## src/rtl/traffic_phase_timer_pkg.sv

```systemverilog
// Shared types for the traffic-light pacing logic: phase and FSM encodings plus the
// lamp decoder, which the sequencer's checker reuses.
package traffic_pkg;

    typedef enum logic [1:0] {
        PH_R  = 2'd0,
        PH_RA = 2'd1,
        PH_G  = 2'd2,
        PH_A  = 2'd3
    } phase_e;

    typedef enum logic [1:0] {
        ST_SYNC  = 2'd0,
        ST_RUN   = 2'd1,
        ST_WAIT  = 2'd2,
        ST_FAULT = 2'd3
    } state_e;

    typedef struct packed {
        logic   legal;
        phase_e phase;
    } lamp_dec_t;

    // Only the four UK lamp patterns are legal; anything else is reported as illegal.
    function automatic lamp_dec_t lamp_decode(input logic red, input logic amber, input logic green);
        lamp_dec_t d;
        d.legal = 1'b1;
        d.phase = PH_R;
        case ({red, amber, green})
            3'b100:  d.phase = PH_R;
            3'b110:  d.phase = PH_RA;
            3'b001:  d.phase = PH_G;
            3'b010:  d.phase = PH_A;
            default: d.legal = 1'b0;
        endcase
        return d;
    endfunction

endpackage

```

## src/rtl/traffic_phase_timer_if.sv

```systemverilog
// Signal bundle between the lamp sequencer side (master) and the phase timer (slave).
interface traffic_phase_timer_if
    import traffic_pkg::*;
#(
    parameter int CNT_W = 8
);
    logic             tick_en;
    logic             red;
    logic             amber;
    logic             green;
    logic             ped_req;
    logic             advance;
    logic             ped_wait;
    phase_e           phase;
    logic [CNT_W-1:0] remaining;
    logic             fault;

    modport master (
        output tick_en, red, amber, green, ped_req,
        input  advance, ped_wait, phase, remaining, fault
    );

    modport slave (
        input  tick_en, red, amber, green, ped_req,
        output advance, ped_wait, phase, remaining, fault
    );
endinterface

```

## src/rtl/traffic_phase_timer_dwell_counter.sv

```systemverilog
// Loadable down-counter holding the ticks left in the current phase; saturates at zero.
module dwell_counter #(
    parameter int CNT_W = 8
) (
    input  logic             clk,
    input  logic             rst,
    input  logic [CNT_W-1:0] loadVal_i,
    input  logic             load_i,
    input  logic             dec_i,
    output logic [CNT_W-1:0] count_o,
    output logic             zero_o
);
    logic [CNT_W-1:0] count_q, count_d;

    always_comb begin
        count_d = count_q;
        if (load_i) begin
            count_d = loadVal_i;
        end else if (dec_i && count_q != '0) begin
            count_d = count_q - CNT_W'(1);
        end
    end

    always_ff @(posedge clk or posedge rst) begin
        if (rst) begin
            count_q <= '0;
        end else begin
            count_q <= count_d;
        end
    end

    assign count_o = count_q;
    assign zero_o  = (count_q == '0);
endmodule

```

## src/rtl/traffic_phase_timer.sv

```systemverilog
// Pacing stage for the red/amber/green sequencer: times each lamp phase, strobes advance on
// expiry, truncates green for a waiting pedestrian and latches a sticky fault.
module traffic_phase_timer
    import traffic_pkg::*;
#(
    parameter int RED_TICKS       = 8,
    parameter int RED_AMBER_TICKS = 2,
    parameter int GREEN_TICKS     = 10,
    parameter int AMBER_TICKS     = 3,
    parameter int MIN_GREEN_TICKS = 4,
    parameter int CNT_W           = 8
) (
    input  logic                 clk,
    input  logic                 rst,
    traffic_phase_timer_if.slave bus
);
    localparam logic [CNT_W-1:0] TRUNC_THRESH = CNT_W'(GREEN_TICKS - MIN_GREEN_TICKS);

    if (RED_TICKS < 1 || RED_AMBER_TICKS < 1 || GREEN_TICKS < 1 ||
        AMBER_TICKS < 1 || MIN_GREEN_TICKS < 1) begin : g_bad_min
        $error("traffic_phase_timer: every *_TICKS parameter must be at least 1");
    end
    if (MIN_GREEN_TICKS > GREEN_TICKS) begin : g_bad_green
        $error("traffic_phase_timer: MIN_GREEN_TICKS must not exceed GREEN_TICKS");
    end
    if (RED_TICKS >= (1 << CNT_W) || RED_AMBER_TICKS >= (1 << CNT_W) ||
        GREEN_TICKS >= (1 << CNT_W) || AMBER_TICKS >= (1 << CNT_W) ||
        MIN_GREEN_TICKS >= (1 << CNT_W)) begin : g_bad_width
        $error("traffic_phase_timer: *_TICKS parameters must fit in CNT_W bits");
    end

    state_e           state_q, state_d;
    phase_e           phase_q, phase_d;
    logic             advance_q, advance_d;
    logic             fault_q, fault_d;
    logic             pedWait_q, pedWait_d;
    logic             wdog_q, wdog_d;
    logic             cntLoad, cntDec, cntZero, expire;
    logic [CNT_W-1:0] cntVal, loadVal;
    lamp_dec_t        lampDec;

    function automatic logic [CNT_W-1:0] dwellLoad(input phase_e p);
        logic [CNT_W-1:0] v;
        case (p)
            PH_R:    v = CNT_W'(RED_TICKS - 1);
            PH_RA:   v = CNT_W'(RED_AMBER_TICKS - 1);
            PH_G:    v = CNT_W'(GREEN_TICKS - 1);
            default: v = CNT_W'(AMBER_TICKS - 1);
        endcase
        return v;
    endfunction

    assign lampDec = lamp_decode(bus.red, bus.amber, bus.green);

    // A waiting pedestrian turns any tick past the minimum green into an expiry.
    assign expire = bus.tick_en &&
                    (cntZero || (phase_q == PH_G && pedWait_q && cntVal <= TRUNC_THRESH));

    dwell_counter #(.CNT_W(CNT_W)) u_dwell (
        .clk       (clk),
        .rst       (rst),
        .loadVal_i (loadVal),
        .load_i    (cntLoad),
        .dec_i     (cntDec),
        .count_o   (cntVal),
        .zero_o    (cntZero)
    );

    always_comb begin
        state_d   = state_q;
        phase_d   = phase_q;
        advance_d = 1'b0;
        fault_d   = fault_q;
        wdog_d    = wdog_q;
        cntLoad   = 1'b0;
        cntDec    = 1'b0;
        loadVal   = dwellLoad(lampDec.phase);
        if (state_q != ST_FAULT && !lampDec.legal) begin
            state_d = ST_FAULT;
            fault_d = 1'b1;
        end else begin
            case (state_q)
                ST_SYNC: begin
                    cntLoad = 1'b1;
                    phase_d = lampDec.phase;
                    wdog_d  = 1'b0;
                    state_d = ST_RUN;
                end
                ST_RUN: begin
                    if (expire) begin
                        advance_d = 1'b1;
                        wdog_d    = 1'b0;
                        state_d   = ST_WAIT;
                    end else if (bus.tick_en) begin
                        cntDec = 1'b1;
                    end
                end
                ST_WAIT: begin
                    // The tick coinciding with advance is deliberately not counted.
                    if (lampDec.phase != phase_q) begin
                        cntLoad = 1'b1;
                        phase_d = lampDec.phase;
                        wdog_d  = 1'b0;
                        state_d = ST_RUN;
                    end else if (bus.tick_en && !advance_q) begin
                        if (wdog_q) begin
                            state_d = ST_FAULT;
                            fault_d = 1'b1;
                        end else begin
                            wdog_d = 1'b1;
                        end
                    end
                end
                default: fault_d = 1'b1;
            endcase
        end
    end

    always_comb begin
        pedWait_d = pedWait_q;
        if (bus.ped_req && lampDec.legal && lampDec.phase != PH_R) begin
            pedWait_d = 1'b1;
        end
        if (cntLoad && phase_d == PH_R) begin
            pedWait_d = 1'b0;
        end
    end

    always_ff @(posedge clk or posedge rst) begin
        if (rst) begin
            state_q   <= ST_SYNC;
            phase_q   <= PH_R;
            advance_q <= 1'b0;
            fault_q   <= 1'b0;
            pedWait_q <= 1'b0;
            wdog_q    <= 1'b0;
        end else begin
            state_q   <= state_d;
            phase_q   <= phase_d;
            advance_q <= advance_d;
            fault_q   <= fault_d;
            pedWait_q <= pedWait_d;
            wdog_q    <= wdog_d;
        end
    end

    assign bus.advance   = advance_q;
    assign bus.ped_wait  = pedWait_q;
    assign bus.phase     = phase_q;
    assign bus.remaining = cntVal;
    assign bus.fault     = fault_q;
endmodule
```

## src/flat_wrapper.sv

```systemverilog
// flat-port wrapper written by rule: the top's interface ports become plain ports
module traffic_phase_timer_flat import traffic_pkg::*;
#(
    parameter int RED_TICKS       = 8,
    parameter int RED_AMBER_TICKS = 2,
    parameter int GREEN_TICKS     = 10,
    parameter int AMBER_TICKS     = 3,
    parameter int MIN_GREEN_TICKS = 4,
    parameter int CNT_W           = 8
)
  (clk, rst, bus_tick_en, bus_red, bus_amber, bus_green, bus_ped_req, bus_advance, bus_ped_wait, bus_phase, bus_remaining, bus_fault);
  traffic_phase_timer_if #(.CNT_W(CNT_W)) bus_i ();
  input  logic clk;
  input  logic rst;
  input wire logic [$bits(bus_i.tick_en)-1:0] bus_tick_en;
  input wire logic [$bits(bus_i.red)-1:0] bus_red;
  input wire logic [$bits(bus_i.amber)-1:0] bus_amber;
  input wire logic [$bits(bus_i.green)-1:0] bus_green;
  input wire logic [$bits(bus_i.ped_req)-1:0] bus_ped_req;
  output wire logic [$bits(bus_i.advance)-1:0] bus_advance;
  output wire logic [$bits(bus_i.ped_wait)-1:0] bus_ped_wait;
  output wire logic [$bits(bus_i.phase)-1:0] bus_phase;
  output wire logic [$bits(bus_i.remaining)-1:0] bus_remaining;
  output wire logic [$bits(bus_i.fault)-1:0] bus_fault;
  assign bus_i.tick_en = bus_tick_en;
  assign bus_i.red = bus_red;
  assign bus_i.amber = bus_amber;
  assign bus_i.green = bus_green;
  assign bus_i.ped_req = bus_ped_req;
  assign bus_advance = bus_i.advance;
  assign bus_ped_wait = bus_i.ped_wait;
  assign bus_phase = bus_i.phase;
  assign bus_remaining = bus_i.remaining;
  assign bus_fault = bus_i.fault;
  traffic_phase_timer #(.RED_TICKS(RED_TICKS), .RED_AMBER_TICKS(RED_AMBER_TICKS), .GREEN_TICKS(GREEN_TICKS), .AMBER_TICKS(AMBER_TICKS), .MIN_GREEN_TICKS(MIN_GREEN_TICKS), .CNT_W(CNT_W)) u_core (.clk(clk), .rst(rst), .bus(bus_i));
endmodule
```

## config.mk

```make
export PLATFORM = sky130hd
export DESIGN_NAME = traffic_phase_timer_flat
export DESIGN_NICKNAME = d
export VERILOG_FILES = /design/src/rtl/traffic_phase_timer_pkg.sv /design/src/rtl/traffic_phase_timer_if.sv /design/src/rtl/traffic_phase_timer_dwell_counter.sv /design/src/rtl/traffic_phase_timer.sv /design/src/flat_wrapper.sv
export SDC_FILE = /design/constraint.sdc
export NUM_CORES = 1
export LEC_CHECK = 0
export BUFFER_PORTS_ARGS = -buffer_cell sky130_fd_sc_hd__buf_2
export CORE_AREA = 4 4 57 59
export CTS_CLUSTER_SIZE = 14
export DETAILED_ROUTE_END_ITERATION = 10
export DIE_AREA = 0 0 61 63
export SYNTH_ARGS = -nofsm -noshare
export SYNTH_HDL_FRONTEND = slang
export SYNTH_SLANG_ARGS = --single-unit
export TNS_END_PERCENT = 50
```

## constraint.sdc

```tcl
create_clock -name clk -period 2.35 [get_ports clk]
set_clock_uncertainty 0.05 [all_clocks]
set_input_delay 0.47 -clock clk [delete_from_list [all_inputs] [get_ports clk]]
set_output_delay 0.47 -clock clk [all_outputs]
set_load 0.05 [all_outputs]
```

After elaboration in Yosys (flattened, before gate mapping)
Cells that the tools add are included.

storage, ports and cells
  register bits = 16
  bits of input ports = 7
  output and inout bits = 13
  logic and storage cells = 92

operators by class
  $add $sub $neg = 1
  order comparisons = 1
  eq/ne operators = 20
  multiplexer cells = 35
  bitwise gates (word level) = 1
  reductions and logical operators = 27

operator list
  cell                 count
  $mux 1               19
  $mux 8               2
  $mux 2               7
  $ne 3x1->1 const B   4
  $pmux 2 s3           2
  $pmux 4 s3           1
  $reduce_and 4->1     3
  $logic_and 1x1->1    9
  $le 8x3->1 const B   1
  $logic_not 8->1      1
  $ne 4x1->1 const B   2
  $reduce_bool 8->1    1
  $sub 8x1->8 const B  1
  $eq 2x2->1 const B   3
  $eq 3x3->1 const B   2
  $logic_not 2->1      3
  $reduce_bool 2->1    3
  $eq 2x1->1 const B   2
  $ne 2x1->1 const B   2
  $pmux 1 s2           2
  $pmux 2 s2           1
  $reduce_bool 4->1    1
  $reduce_or 4->1      1
  $eq 3x1->1 const B   1
  other kinds (10)     11

Depth between registers and ports, before layout
Gate-level depths: netlist of the first run.

  depth after elaboration = 11
  mapped depth = 7
  mapped depth without buffers = 7

By module
A second synthesis of the first run with hierarchy kept.

second synthesis, totals
  cells, all modules = 139
  area, all modules = 1227.4 µm²

modules (own cells, without submodules)
  module               instances  cells an instance  area each (µm²)  sequential area each (µm²)
  traffic_phase_timer  1          86                 732.0            200.2
  dwell_counter        1          53                 495.5            200.2

Worst setup path before layout of the first run
No wires, ideal clock.

  kind = register to register
  start = register u_core.u_dwell.count_q[0] (netlist: u_core.u_dwell.count_o[0])
  end = register u_core.u_dwell.count_q[6] (netlist: u_core.u_dwell.count_o[6])
  library setup time = 78 ps
  data arrival time = 2348 ps
  required time = 2222 ps
  slack = -126 ps
  stages on the path, launching flop included = 8
  path buffers = 0
  period minus slack after synthesis = 2476 ps
  path through = dfrtp_1 inv_1 ha_1 nand3b_1 a41oi_1 o211ai_1 or4_1 a21oi_1

between the ends
  word-level cells in the longest chain between the ends = 9
  elaborated cells between the ends (all ways) = 14
  those cells by class = 1 x add/sub; 1 x order compare; 5 x mux; 7 x reduce/logical

RTL lines
  element                      line                                     RTL
  from (decl)                  traffic_phase_timer_dwell_counter.sv:13  logic [CNT_W-1:0] count_q, count_d;
  from (signal assigned)       traffic_phase_timer_dwell_counter.sv:28  count_q <= count_d;
  $le 8x3->1                   traffic_phase_timer.sv:57                (cntZero || (phase_q == PH_G && pedWait_q && cntVal <= TRUNC_THRESH));
  $logic_and 1x1->1            traffic_phase_timer.sv:57
  $logic_or 1x1->1             traffic_phase_timer.sv:57
  $logic_and 1x1->1            traffic_phase_timer.sv:56                assign expire = bus.tick_en &&
  $mux 1                       traffic_phase_timer.sv:90                if (expire) begin
  $mux 1                       traffic_phase_timer.sv:82                case (state_q)
  $mux 1                       traffic_phase_timer.sv:78                if (state_q != ST_FAULT && !lampDec.legal) begin
  $logic_and 1x1->1            traffic_phase_timer_dwell_counter.sv:19  end else if (dec_i && count_q != '0) begin
  $reduce_bool 2->1 (no line)  --

Several ways; a longest one is shown, not always the timed one. The select of a mux whose other input is x is not followed.
A chain may end at the register's enable or synchronous reset.

Worst setup path in the final report of the first run
Same ends and word-level chain as after synthesis.

==> results of run 1 <==
==> cell type report <==
cell class	count	area, um^2
clock buffers	4	36.3
fillers	274	1320
repair buffers	23	125
inverters	8	30.0
flip-flops and latches	16	403
well taps	31	38.8
multi-input cells	90	754
==> cells in the mapped netlist, types with 2 or more instances <==
master,count,share of area
nand2b_1,2,0.011
a2111oi_2,2,0.025
xor2_1,3,0.022
or4_1,2,0.013
nand2_1,6,0.019
a21o_1,2,0.013
inv_1,7,0.022
dfrtp_1,16,0.34
or3_1,2,0.011
nand3b_1,4,0.025
mux2i_1,2,0.017
mux2_1,4,0.038
a21oi_1,4,0.017
nor3b_1,2,0.013
o211ai_1,4,0.025
nor2_1,10,0.032
nor4_1,2,0.011
ha_1,11,0.12
xnor2_1,4,0.030
buf_2,2,0.0084
==> flip-flops by register name (all words and copies together), names as in the netlist <==
register / count
u_core.bus.advance: 1
u_core.wdog_q: 1
u_core.bus.ped_wait: 1
u_core.state_q: 2
u_core.bus.fault: 1
u_core.bus.phase: 2
u_core.u_dwell.count_o: 8
==> layout by cell type, fill, tap and decap left out, types with 2 or more instances in the layout <==
cell type and count:
a21o_1 2, nor2_1 10, buf_4 4, inv_1 7
clkbuf_4 3, mux2i_1 2, a21oi_1 4, nand2_1 6
dfrtp_1 14, ha_1 10, o211ai_1 4, xor2_1 3
nand3b_1 4, nand2b_1 2, xnor2_1 4, a2111oi_2 2
or4_1 2, buf_2 19, or3_1 2, nor4_1 2
mux2_1 4, dfrtp_2 2
==> where the power goes <==
| part | switching (W) | internal, W | total [W] |
|---|---|---|---|
| registers | 0.00000451 | 0.000278 | 0.000283 |
| logic | 0.0000434 | 0.0000252 | 0.0000686 |
| clock network | 0.0000950 | 0.0000943 | 0.000189 |
==> cell families (layout without fill, tap and decap cells) <==
group,after synthesis,in the layout,share of synthesized area
compound gates,28,28,0.207
xor+xnor,7,7,0.0516
fa+ha+maj,11,11,0.116
buf+inv,11,35,0.0400
flops,16,16,0.337
mux,7,7,0.0643
simple gates,37,37,0.184
==> what timing repair did <==
item	4_1_cts	5_1_grt
resized for setup	0	3
hold buffers	0	0
endpoints found under the setup margin	0	6
==> final timing paths <==
check,startpoint,end,slack (ns),depth (start not counted)
max,u_core.u_dwell.count_o[0],u_core.u_dwell.count_o[6],0.24,7
min,rst,u_core.bus.advance,0.19,2
max reg2reg,u_core.u_dwell.count_o[0],u_core.u_dwell.count_o[6],0.24,7
min reg2reg,u_core.bus.fault,u_core.bus.fault,0.44,1
max in group asynchronous,rst,u_core.u_dwell.count_o[1],1.61,2
min in group clk,u_core.bus.fault,u_core.bus.fault,0.44,1
==> critical path, cell delays in order, from the launching register on <==
cell	delay (ns)
dfrtp_2	0.37
inv_1	0.07
ha_1	0.21
nand3b_1	0.17
a41oi_2	0.39
o211ai_1	0.21
or4_1	0.43
a21oi_1	0.15
==> layer usage <==
| metal | global-route usage | vias up | part of all wire |
|---|---|---|---|
| met5 | 0 | - | 0 |
| met4 | 0.0325 | 0 | 0.0038 |
| met3 | 0.0186 | 2 | 0.031 |
| met2 | 0.230 | 12 | 0.48 |
| met1 | 0.216 | 436 | 0.49 |
| li1 | - | 481 | - |
==> stage by stage <==
step,cell area [um^2],std cells,hold WS [ns]
global route,1390,172,0.256
global placement,1340,168,0.412
CTS,1370,172,0.217
floorplan,1190,117,0.334
detailed placement,1340,168,0.420
finish,1390,172,0.190
==> metrics.csv, run 1 <==
stage;metric;value;unit
outcome;status;complete, no violations;
power_and_ir_drop;VDD IR max;0.000286;V
synthesis;Mapped Cells;117;
floorplan;num rows;19;
synthesis;Cell variety after synth;46;
drt;Residual DRC;0;
floorplan;die area;3840;um^2
global_route;aggregate global routing overflow;0;
clock_network;root buf cell;clkbuf_4;
critical_path;critical path arrival;2.28;ns
timing;period utilization;0.898;
drt;DR WL/cell;15.2;um
timing;Rel. slew slack;0.579;
timing;RSZ-0062 raised after global routing;no;
timing;Setup Viol. Count Final;0;
floorplan;die width;61;um
critical_path;Crit path required time;2.52;ns
clock_network;total setup buffers inserted after CTS;0;
layout;Post-layout nets;160;
clock_network;H-tree depth;1;
drt;initial DRC count;35;
power_and_ir_drop;LEAKAGE;0.650;nW
synthesis;Mean Syn Cell Area;10.1;um^2
floorplan;Die H;63;um
global_route;antenna violations before repair;0;
clock_network;CTS clk-pin slew, worst paths;0.11;ns
clock_network;CTS Sinks;16;
timing;min Tclk post-route;2.11;ns
synthesis;ys async rst share;1.00;
power_and_ir_drop;pwr/cell area;389;nW/um^2
power_and_ir_drop;Final Power;0.000540;W
synthesis;Post-Syn Area;1190;um^2
placement;I/O Buffers;19;
layout;share of layout cells above drive strength 1;0.284;
placement;Post-DP HPWL;2030;um
clock_network;worst-skew pair later-pin latency;0.29;ns
floorplan;Initial Util;0.438;
critical_path;crit start category;register;
global_route;Tot GR Track Use;0.148;
worst_hold_path;Min-Delay Path Class;in2async;
drt;number of detailed-route iterations in the first pass;4;
critical_path;CP Max Fanout;8;
global_route;first-pass GRT wire length;4460;um
synthesis;top_reg_cell synth;dfrtp_1;
drt;routed vias;931;
drt;Antenna Violating Nets Remaining;0;
global_route;largest net degree at the start of global routing;17;
layout;Core Util, Final;0.512;
clock_network;CTS tree;yes;
synthesis;Seq/Total Area, Yosys;0.337;
timing;final worst setup slack;0.241;ns
layout;# diodes;0;
floorplan;IO Count;20;
placement;Place WS;0.0786;ns
drt;vias per cell;5.41;
timing;Fin. Hold Viols;0;
synthesis;#FFs+latches synth;16;
placement;placer congestion estimate;0.761;
synthesis;Post-synth EDFFs;0;
drt;WL final;2620;um
critical_path;Worst setup EP type;register;
timing;slew at the pin closest to its max-slew limit;0.630;ns
floorplan;Core Region;2710;um^2
timing;Max Clk Rate;474;MHz
timing;setup TNS;0;ns
clock_network;CTS Buf Count;3;
flow_run;Max Cap Violations;0;
synthesis;Syn Nets;135;
global_route;vias in the first global route;982;
critical_path;Worst Setup Path Type;reg2reg;
synthesis;Synth Warn #;0;
clock_network;Clock Path Buffers;2;
timing;Max Slew Vio Count;0;
layout;Layout area overhead;16.9;%
Power figures use the tool's default switching activity.
==> run 2: changes to the inputs <==
--- a/config.mk
+++ b/config.mk
@@ -6,10 +6,11 @@
 export NUM_CORES = 1
 export LEC_CHECK = 0
 export BUFFER_PORTS_ARGS = -buffer_cell sky130_fd_sc_hd__buf_2
-export CORE_AREA = 4 4 57 59
+export CORE_AREA = 4 4 52 54
 export CTS_CLUSTER_SIZE = 14
 export DETAILED_ROUTE_END_ITERATION = 10
-export DIE_AREA = 0 0 61 63
+export DIE_AREA = 0 0 56 58
+export PLACE_DENSITY = 0.75
 export SYNTH_ARGS = -nofsm -noshare
 export SYNTH_HDL_FRONTEND = slang
 export SYNTH_SLANG_ARGS = --single-unit
==> run 2 against run 1 <==
  * Sequential power is essentially flat
  * First-iteration DRC count shrank 51%
  * Setup slack got worse by 0.042 ns
  * Critical path type unchanged
  * Critical endpoint is now u_core.state_q[1]
  * Largest power group unchanged
==> metrics.csv, run 2 (synthesis gave the netlist of run 1 again) <==
stage;metric;value;unit
layout;most common cell after layout, fill and taps aside;buf_2;
clock_network;total setup buffers inserted after CTS;0;
floorplan;Initial Util;0.537;
drt;DR WL/cell;15.5;um
flow_run;Max Cap Violations;0;
floorplan;IO Count;20;
drt;vias per cell;5.85;
critical_path;peak per-stage delay on the critical path;0.42;ns
drt;met1 WL;1150;um
critical_path;crit start category;register;
timing;period utilization;0.915;
timing;RSZ-0062 raised after global routing;no;
critical_path;CP Max Fanout;8;
timing;slew at the pin closest to its max-slew limit;0.648;ns
power_and_ir_drop;LEAKAGE;0.645;nW
clock_network;worst-skew pair later-pin latency;0.29;ns
power_and_ir_drop;VDD IR max;0.000232;V
drt;met3 wire length;102;um
layout;Layout area overhead;15.9;%
clock_network;cts hold-fix bufs;0;
critical_path;CP startpoint;u_core.u_dwell.count_o[0];
clock_network;root buf cell;clkbuf_4;
floorplan;Core Region;2210;um^2
placement;placer congestion estimate;0.821;
critical_path;R2R setup slack;0.20;ns
critical_path;Worst R2R Start;u_core.u_dwell.count_o[0];
power_and_ir_drop;Final Power;0.000541;W
global_route;largest net degree at the start of global routing;17;
global_route;antenna violations before repair;0;
drt;DR WL met2;1320;um
timing;min Tclk post-route;2.15;ns
layout;max reg flops;8;
critical_path;CP max stage cell;dfrtp_2;
layout;Post-layout nets;159;
critical_path;worst-path cell chain;inv_1 -> ha_1 -> nor3b_2 -> a41oi_2 -> o31a_1 -> a2111oi_2 -> a32oi_1;
clock_network;CTS Buf Count;3;
layout;# diodes;0;
floorplan;die width;56;um
placement;Post-DP HPWL;2010;um
critical_path;critical path arrival;2.26;ns
drt;initial DRC count;17;
critical_path;Worst setup EP type;register;
floorplan;num rows;17;
timing;Max Clk Rate;465;MHz
timing;Rel. slew slack;0.567;
clock_network;CTS clk-pin slew, worst paths;0.10;ns
worst_hold_path;Min-Delay Path Class;in2async;
clock_network;H-tree depth;1;
global_route;aggregate global routing overflow;0;
drt;number of detailed-route iterations in the first pass;4;
clock_network;CTS Sinks;16;
floorplan;die area;3250;um^2
critical_path;CP Buf/Inv Count;1;
drt;DR top layer;met4;
layout;highest-count cells in the layout ignoring fill and taps;buf_2, dfrtp_1, nor2_1, ha_1, inv_1;
timing;Max Slew Vio Count;0;
global_route;vias in the first global route;1011;
global_route;first-pass GRT wire length;4430;um
timing;Setup Viol. Count Final;0;
floorplan;Die H;58;um
drt;Antenna Violating Nets Remaining;0;
timing;Fin. Hold Viols;0;
clock_network;CTS tree;yes;
placement;I/O Buffers;19;
drt;WL final;2610;um
global_route;Tot GR Track Use;0.171;
critical_path;CP top delay family;compound AO/OA/AOI/OAI gates;
critical_path;Worst Setup Path Type;reg2reg;
critical_path;Crit path required time;2.46;ns
outcome;status;complete, no violations;
drt;routed vias;982;
timing;setup TNS;0;ns
power_and_ir_drop;pwr/cell area;393;nW/um^2
drt;Residual DRC;0;
layout;share of layout cells above drive strength 1;0.279;
clock_network;Clock Path Buffers;2;
==> run 2: cell count changes in the layout (fill, tap and decap cells not counted) <==
cell	change
buf_4	-1
==> run 2: path summary, 6_finish.rpt <==
| kind | endpoint | cells after the start |
|---|---|---|
| max in group asynchronous | u_core.u_dwell.count_o[0] | 2 |
| min reg2reg | u_core.bus.fault | 1 |
| max | u_core.state_q[1] | 7 |
| min in group clk | u_core.bus.fault | 1 |
| max reg2reg | u_core.state_q[1] | 7 |
| min | u_core.bus.fault | 2 |
==> run 2: power breakdown <==
part / total (W) / switching [W] / internal [W]
sequential: 0.000282 / 0.00000419 / 0.000278
combinational: 0.0000702 / 0.0000448 / 0.0000254
clock: 0.000188 / 0.0000940 / 0.0000944
==> run 2: worst register-to-register path, stage by stage, from the launching register on <==
cell and delay [ns]:
dfrtp_2 0.42, inv_1 0.12, ha_1 0.20, nor3b_2 0.23, a41oi_2 0.12, o31a_1 0.41, a2111oi_2 0.31, a32oi_1 0.16
==> run 2: metrics by stage <==
| stage | std cells | setup WS [ns] | utilization | hold WS (ns) | instance area [um^2] |
|---|---|---|---|---|---|
| 5_1_grt | 168 | 0.0211 | 0.622 | 0.225 | 1380 |
| 3_3_place_gp | 164 | 0.0892 | 0.599 | 0.413 | 1330 |
| 6_report | 168 | 0.199 | 0.622 | 0.199 | 1380 |
| 3_5_place_dp | 164 | 0.0731 | 0.599 | 0.416 | 1330 |
| 4_1_cts | 168 | 0.0413 | 0.615 | 0.221 | 1360 |
| 2_1_floorplan | 117 | 0.0323 | - | 0.334 | 1190 |
==> run 2: cell type report <==
class                   count  area (um^2)
inverters                   8         30.0
flip-flops and latches     16          403
repair buffers             22          118
clock buffers               4         36.3
well taps                  28         35.0
multi-input cells          90          754
fillers                   199          836
==> run 2: what timing repair did <==
item | in CTS | in global routing
endpoints found under the hold margin | 0 | 0
resized for setup | 0 | 3
setup endpoints to repair | 0 | 6
==> run 2: layer usage <==
layer | global-route usage | vias up
li1 | - | 479
met1 | 0.204 | 478
met2 | 0.314 | 21
met3 | 0.0312 | 4
met4 | 0.0475 | 0
met5 | 0 | -
